$ cat src/rtl/mem_loader_pkg.sv
// Shared constants for the LC-3 object-stream memory loader.
package mem_loader_pkg;

  localparam int WORD_WIDTH = 16;

  typedef enum logic [2:0] {
    IDLE    = 3'd0,
    ORIG_HI = 3'd1,
    ORIG_LO = 3'd2,
    DATA_HI = 3'd3,
    DATA_LO = 3'd4,
    WRITE   = 3'd5,
    DONE    = 3'd6
  } state_t;

endpackage

$ cat src/rtl/mem_loader_word_assembler.sv
// Byte-pair to 16-bit word latch; big-endian, high byte first.
module word_assembler
  import mem_loader_pkg::*;
(
  input  logic                  clk,
  input  logic                  rst_n,
  input  logic [7:0]            in_byte,
  input  logic                  load_hi,
  input  logic                  load_lo,
  output logic [WORD_WIDTH-1:0] word
);

  logic [7:0] hi_q;
  logic [7:0] lo_q;

  always_ff @(posedge clk or negedge rst_n) begin
    if (!rst_n) begin
      hi_q <= '0;
      lo_q <= '0;
    end else begin
      if (load_hi) hi_q <= in_byte;
      if (load_lo) lo_q <= in_byte;
    end
  end

  assign word = {hi_q, lo_q};

endmodule

$ cat src/rtl/mem_loader.sv
// Loads program memory from an LC-3 object byte stream (origin word, then data words).
// Optional running data checksum when MEM_LOADER_CHECKSUM_EN is defined.
//
// state   | meaning
// IDLE    | waiting for start after reset
// ORIG_HI | expecting origin high byte
// ORIG_LO | expecting origin low byte
// DATA_HI | expecting data word high byte
// DATA_LO | expecting data word low byte
// WRITE   | holding mem_we until mem_ack
// DONE    | load finished, err valid
module mem_loader
  import mem_loader_pkg::*;
#(
  parameter int ADDR_WIDTH = 16,
  parameter int DATA_WIDTH = WORD_WIDTH
) (
  input  logic                  clk,
  input  logic                  rst_n,
  input  logic                  start,
  input  logic [7:0]            in_data,
  input  logic                  in_valid,
  input  logic                  in_last,
  output logic                  in_ready,
  output logic [ADDR_WIDTH-1:0] mem_addr,
  output logic [DATA_WIDTH-1:0] mem_data,
  output logic                  mem_we,
  input  logic                  mem_ack,
  output logic [ADDR_WIDTH-1:0] origin,
  output logic [15:0]           word_count,
  output logic                  busy,
  output logic                  done,
  output logic                  err,
  output logic [15:0]           checksum
);

  state_t state, state_nxt;

  logic                  accept;
  logic                  load_hi;
  logic                  load_lo;
  logic                  restart;
  logic                  write_ack;
  logic                  last_q;
  logic [15:0]           orig_word;
  logic [WORD_WIDTH-1:0] word;

  word_assembler u_word_assembler (
    .clk     (clk),
    .rst_n   (rst_n),
    .in_byte (in_data),
    .load_hi (load_hi),
    .load_lo (load_lo),
    .word    (word)
  );

  always_ff @(posedge clk or negedge rst_n) begin
    if (!rst_n) state <= IDLE;
    else        state <= state_nxt;
  end

  always_comb begin
    state_nxt = state;
    in_ready  = 1'b0;
    mem_we    = 1'b0;
    busy      = 1'b1;
    done      = 1'b0;
    load_hi   = 1'b0;
    load_lo   = 1'b0;
    case (state)
      IDLE: begin
        busy = 1'b0;
        if (start) state_nxt = ORIG_HI;
      end
      ORIG_HI: begin
        in_ready = 1'b1;
        if (in_valid) state_nxt = in_last ? DONE : ORIG_LO;
      end
      ORIG_LO: begin
        in_ready = 1'b1;
        if (in_valid) state_nxt = in_last ? DONE : DATA_HI;
      end
      DATA_HI: begin
        in_ready = 1'b1;
        load_hi  = in_valid && !in_last;
        if (in_valid) state_nxt = in_last ? DONE : DATA_LO;
      end
      DATA_LO: begin
        in_ready = 1'b1;
        load_lo  = in_valid;
        if (in_valid) state_nxt = WRITE;
      end
      WRITE: begin
        mem_we = 1'b1;
        if (mem_ack) state_nxt = last_q ? DONE : DATA_HI;
      end
      DONE: begin
        busy = 1'b0;
        done = 1'b1;
        if (start) state_nxt = ORIG_HI;
      end
      default: state_nxt = IDLE;
    endcase
  end

  assign accept    = in_valid && in_ready;
  assign restart   = start && (state == IDLE || state == DONE);
  assign write_ack = (state == WRITE) && mem_ack;

  // A trailing in_last on any byte other than a word's low byte is a truncated stream.
  always_ff @(posedge clk or negedge rst_n) begin
    if (!rst_n) begin
      orig_word  <= '0;
      mem_addr   <= '0;
      word_count <= '0;
      err        <= 1'b0;
      last_q     <= 1'b0;
    end else begin
      if (restart) begin
        err        <= 1'b0;
        word_count <= '0;
      end
      if (accept) begin
        case (state)
          ORIG_HI: begin
            orig_word[15:8] <= in_data;
            if (in_last) err <= 1'b1;
          end
          ORIG_LO: begin
            orig_word[7:0] <= in_data;
            mem_addr       <= ADDR_WIDTH'({orig_word[15:8], in_data});
            if (in_last) err <= 1'b1;
          end
          DATA_HI: if (in_last) err <= 1'b1;
          DATA_LO: last_q <= in_last;
          default: ;
        endcase
      end
      if (write_ack) begin
        mem_addr   <= mem_addr + ADDR_WIDTH'(1);
        word_count <= word_count + 16'd1;
      end
    end
  end

  assign origin   = ADDR_WIDTH'(orig_word);
  assign mem_data = DATA_WIDTH'(word);

`ifdef MEM_LOADER_CHECKSUM_EN
  logic [15:0] checksum_q;

  always_ff @(posedge clk or negedge rst_n) begin
    if (!rst_n)         checksum_q <= '0;
    else if (restart)   checksum_q <= '0;
    else if (write_ack) checksum_q <= checksum_q + 16'(word);
  end

  assign checksum = checksum_q;
`else
  assign checksum = '0;
`endif

endmodule
$ cat config.mk
export PLATFORM = sky130hd
export DESIGN_NAME = mem_loader
export DESIGN_NICKNAME = d
export VERILOG_FILES = /design/src/rtl/mem_loader_pkg.sv /design/src/rtl/mem_loader_word_assembler.sv /design/src/rtl/mem_loader.sv
export SDC_FILE = /design/constraint.sdc
export NUM_CORES = 1
export LEC_CHECK = 0
export CORE_AREA = 2 2 88 90
export DETAILED_ROUTE_END_ITERATION = 10
export DIE_AREA = 0 0 90 92
export PLACE_DENSITY = 0.78
export SLEW_MARGIN = 10
export SYNTH_ARGS = -nofsm -noshare
export SYNTH_HDL_FRONTEND = slang
export SYNTH_SLANG_ARGS = --single-unit
$ cat constraint.sdc
create_clock -name clk -period 2.1 [get_ports clk]
set_input_delay 0.42 -clock clk [delete_from_list [all_inputs] [get_ports clk]]
set_output_delay 0.42 -clock clk [all_outputs]
set_load 0.02 [all_outputs]
==> metrics.csv <==
stage;metric;value;unit
clocking;clock root buffer master;clkbuf_8;
sta;RSZ-0062 raised after global routing;false;
grt;largest net degree at the start of global routing;42;
place;port bufs;82;
detailed_routing;drt drc;0;
grt;global-route wire length before repair;14460;um
sta;final worst slack;0.1362;ns
worst_setup_path;crit path cell chain;clkdlybuf4s50_1;
sta;max_slew headroom;0.6485;
detailed_routing;antenna-violating nets left;0;
clocking;CTS Hold Bufs;0;
worst_setup_path;CP bufs+invs;1;
grt;GRT Overall Usage;0.2174;
die;# rows;32;
synth;asr flop ratio synth;1.000;
grt;vias in the first global route;2910;
worst_setup_path;CP delay by family, top;buffers and inverters;
layout;Core Util, Final;0.6270;
layout;Layout Cells excl Fill;552;
detailed_routing;Iteration-0 DRC Markers;204;
detailed_routing;WL/cell;15.74;um
sta;Highest Clock Rate;509.2;MHz
place;Post-DP HPWL;6356;um
hold_path;hold crit path type;input pin to asynchronous set/reset pin;
sta;period utilization;0.9352;
worst_setup_path;CP max stage cell;clkdlybuf4s50_1;
die;Initial Utilization;0.4602;
clocking;post-CTS resize count;7;
place;placed cell count;536;
place;placed cell area;4461;um2
layout;number of fill cells;634;
worst_setup_path;Worst EP arrival;1.54;ns
layout;Area growth syn-to-layout;36.25;%
clocking;clock buffer count from CTS;9;
sta;Slew Viols, Final;0;
die;Core Footprint;7447;um2
layout;FF/Latch Area;1729;um2
grt;initial antenna violation count;0;
detailed_routing;total routed wirelength;8689;um
grt;GRT overflow;0;
layout;layout cells sized above 1;0.1711;
layout;Antenna diodes;0;
clocking;Clk Latency, worst-skew pair;0.35;ns
detailed_routing;routed via count;3006;
sta;Worst Clk Skew;0.01093;ns
sta;Final Hold Violating Endpoints;0;
job;max-cap viol count;0;
synth;Synth cell types;51;
sta;Slew @ Worst Pin;0.5273;ns
worst_setup_path;Setup crit start kind;flop;
clocking;htree depth;3;
sta;min Tclk post-route;1.964;ns
synth;Top FF cell, synth;dfrtp_1;
synth;Syn Area/Cell;9.933;um2
layout;final net count;461;
detailed_routing;Vias per Instance;5.446;
place;dpl ws;-0.02174;ns
synth;Post-synth EDFFs;0;
detailed_routing;drt first pass iters;5;
clocking;Clock transition at path regs;0.08;ns
sta;Setup-failing EPs final;0;
clocking;Num Clock Sinks;69;
synth;FF+latch count, synth;69;
synth;Syn. warnings;0;
synth;Gate Count Post-Synth;345;
synth;sequential fraction of the synthesis area;0.5038;
worst_setup_path;crit-path max cell delay;0.67;ns
run_status;status;finished, final reports clean;
pwr;Max VDD drop;0.7533;mV
layout;area of the multi-input gates;1539;um2
clocking;TritonCTS clock tree;built;
die;full die area;8280;um2
layout;post-route cell area;4669;um2
die;die width;90;um
synth;Syn Std Cell Area;3427;um2
pwr;P_leak;0.001998;uW
worst_setup_path;Worst EP required;1.68;ns
worst_setup_path;WS Path Type;flop to primary output;
pwr;Pwr Density;1443;nW/um2
clocking;Clock Tree Buf Depth;2;
pwr;Final Power;6738;uW
die;Vert. Die Dim;92;um
worst_setup_path;CP endpoint kind;primary output;
place;Placer Congestion;0.9135;
die;I/O pin cnt;99;
clocking;total setup buffers inserted after CTS;0;
worst_setup_path;CP Max Fanout;9;
metal layers:
| metal | vias up | share of wire | routed length [um] | GRT usage |
|---|---|---|---|---|
| met2 | 110 | 0.48 | 4196 | 0.3490 |
| met1 | 1456 | 0.43 | 3734 | 0.2892 |
| met4 | 0 | 0.023 | 203 | 0.07949 |
| met3 | 17 | 0.064 | 554 | 0.05177 |
| met5 | - | 0 | 0 | 0 |
| li1 | 1423 | - | - | - |
cells by family after synthesis:
logic type | count (synthesis) | share of synthesized area
AOI/OAI and AO/OA | 67 | 0.1249
other | 1 | 0.001094
DFF | 69 | 0.5038
buffers and inverters | 42 | 0.06754
adders and majority gates | 3 | 0.01022
xor gates and xnor gates | 3 | 0.007668
and+or+nand+nor | 132 | 0.1939
muxes | 28 | 0.09091
registers in the layout (all words and copies together) (netlist names):
| register | count |
|---|---|
| u_word_assembler.lo_q | 8 |
| word_count | 16 |
| state | 3 |
| mem_addr | 16 |
| u_word_assembler.hi_q | 8 |
| origin | 16 |
| last_q | 1 |
| err | 1 |
area by class of cell:
class                      count  area share
clock buffer                   9     0.02653
clock inverter                 7     0.01715
tap                          102     0.02733
inverter                       9    0.007235
multi-input combinational    249      0.3296
timing repair buffer         107      0.2219
sequential                    69      0.3703
worst paths after layout:
check,slack (ns),from,depth (start not counted),end
hold reg to reg,0.49,origin[2]$_DFFE_PN0P_,2,origin[2]$_DFFE_PN0P_
setup reg to reg,0.35,state[2]$_DFFE_PN0P_,5,word_count[14]$_DFFE_PN0P_
hold / removal,0.07,rst_n,2,mem_addr[7]$_DFFE_PN0P_
max in group asynchronous,1.55,rst_n,2,state[2]$_DFFE_PN0P_
setup / recovery,0.14,mem_addr[3]$_DFFE_PN0P_,1,mem_addr[3]
min in group clk,0.49,origin[2]$_DFFE_PN0P_,2,origin[2]$_DFFE_PN0P_
report_power, final:
part / internal, uW / switching [uW]
combinational: 1580 / 1660
clock: 562 / 548
sequential: 1840 / 553
total: 3980 / 2760
synthesized netlist by cell type (2+ instances only):
cell type  number  share of area
a211oi_1        5          0.011
a21oi_1        13          0.019
a311oi_1        4          0.010
a31oi_1         7          0.013
and2_1          2         0.0037
and3_1          5         0.0091
buf_2          10          0.015
buf_4          16          0.035
clkbuf_1        6         0.0066
dfrtp_1        69           0.50
ha_1            2         0.0073
inv_1           9         0.0099
mux2_2         25          0.082
mux2i_1         3         0.0088
nand2_1        48          0.053
nand2b_1        3         0.0055
nand3_1        12          0.018
nand4_1        11          0.020
nor2_1         20          0.022
nor3_1         10          0.015
nor4_1          6          0.011
o211ai_1        3         0.0066
o21ai_0        18          0.026
o22ai_1         3         0.0055
o311ai_0        3         0.0077
o31ai_1         5          0.011
xnor2_1         3         0.0077
per-stage QoR:
| step | hold WS (ns) | TNS, ns |
|---|---|---|
| floorplan | 0.1244 | 0 |
| global placement | 0.4588 | 0 |
| detailed placement | 0.4607 | -0.1141 |
| CTS | 0.08506 | 0 |
| global route | 0.1057 | 0 |
| finish | 0.06899 | 0 |
layout by cell type, fill, tap and decap left out, drive strengths merged, types with 4 or more instances in the layout:
master,synthesis,layout
buf,26,26
a31oi,7,7
a311oi,4,4
a211oi,5,5
clkdlybuf4s50,0,77
dlygate4sd2,0,4
clkbuf,7,9
nor4,6,6
mux2,25,25
and3,6,6
a21oi,13,13
nand2,48,48
nand3,13,13
nand4,12,12
nor3,10,10
dfrtp,69,69
nor2,20,20
o21ai,18,18
inv,9,12
o31ai,5,5
conb,1,16
Power figures use the tool's default switching activity.
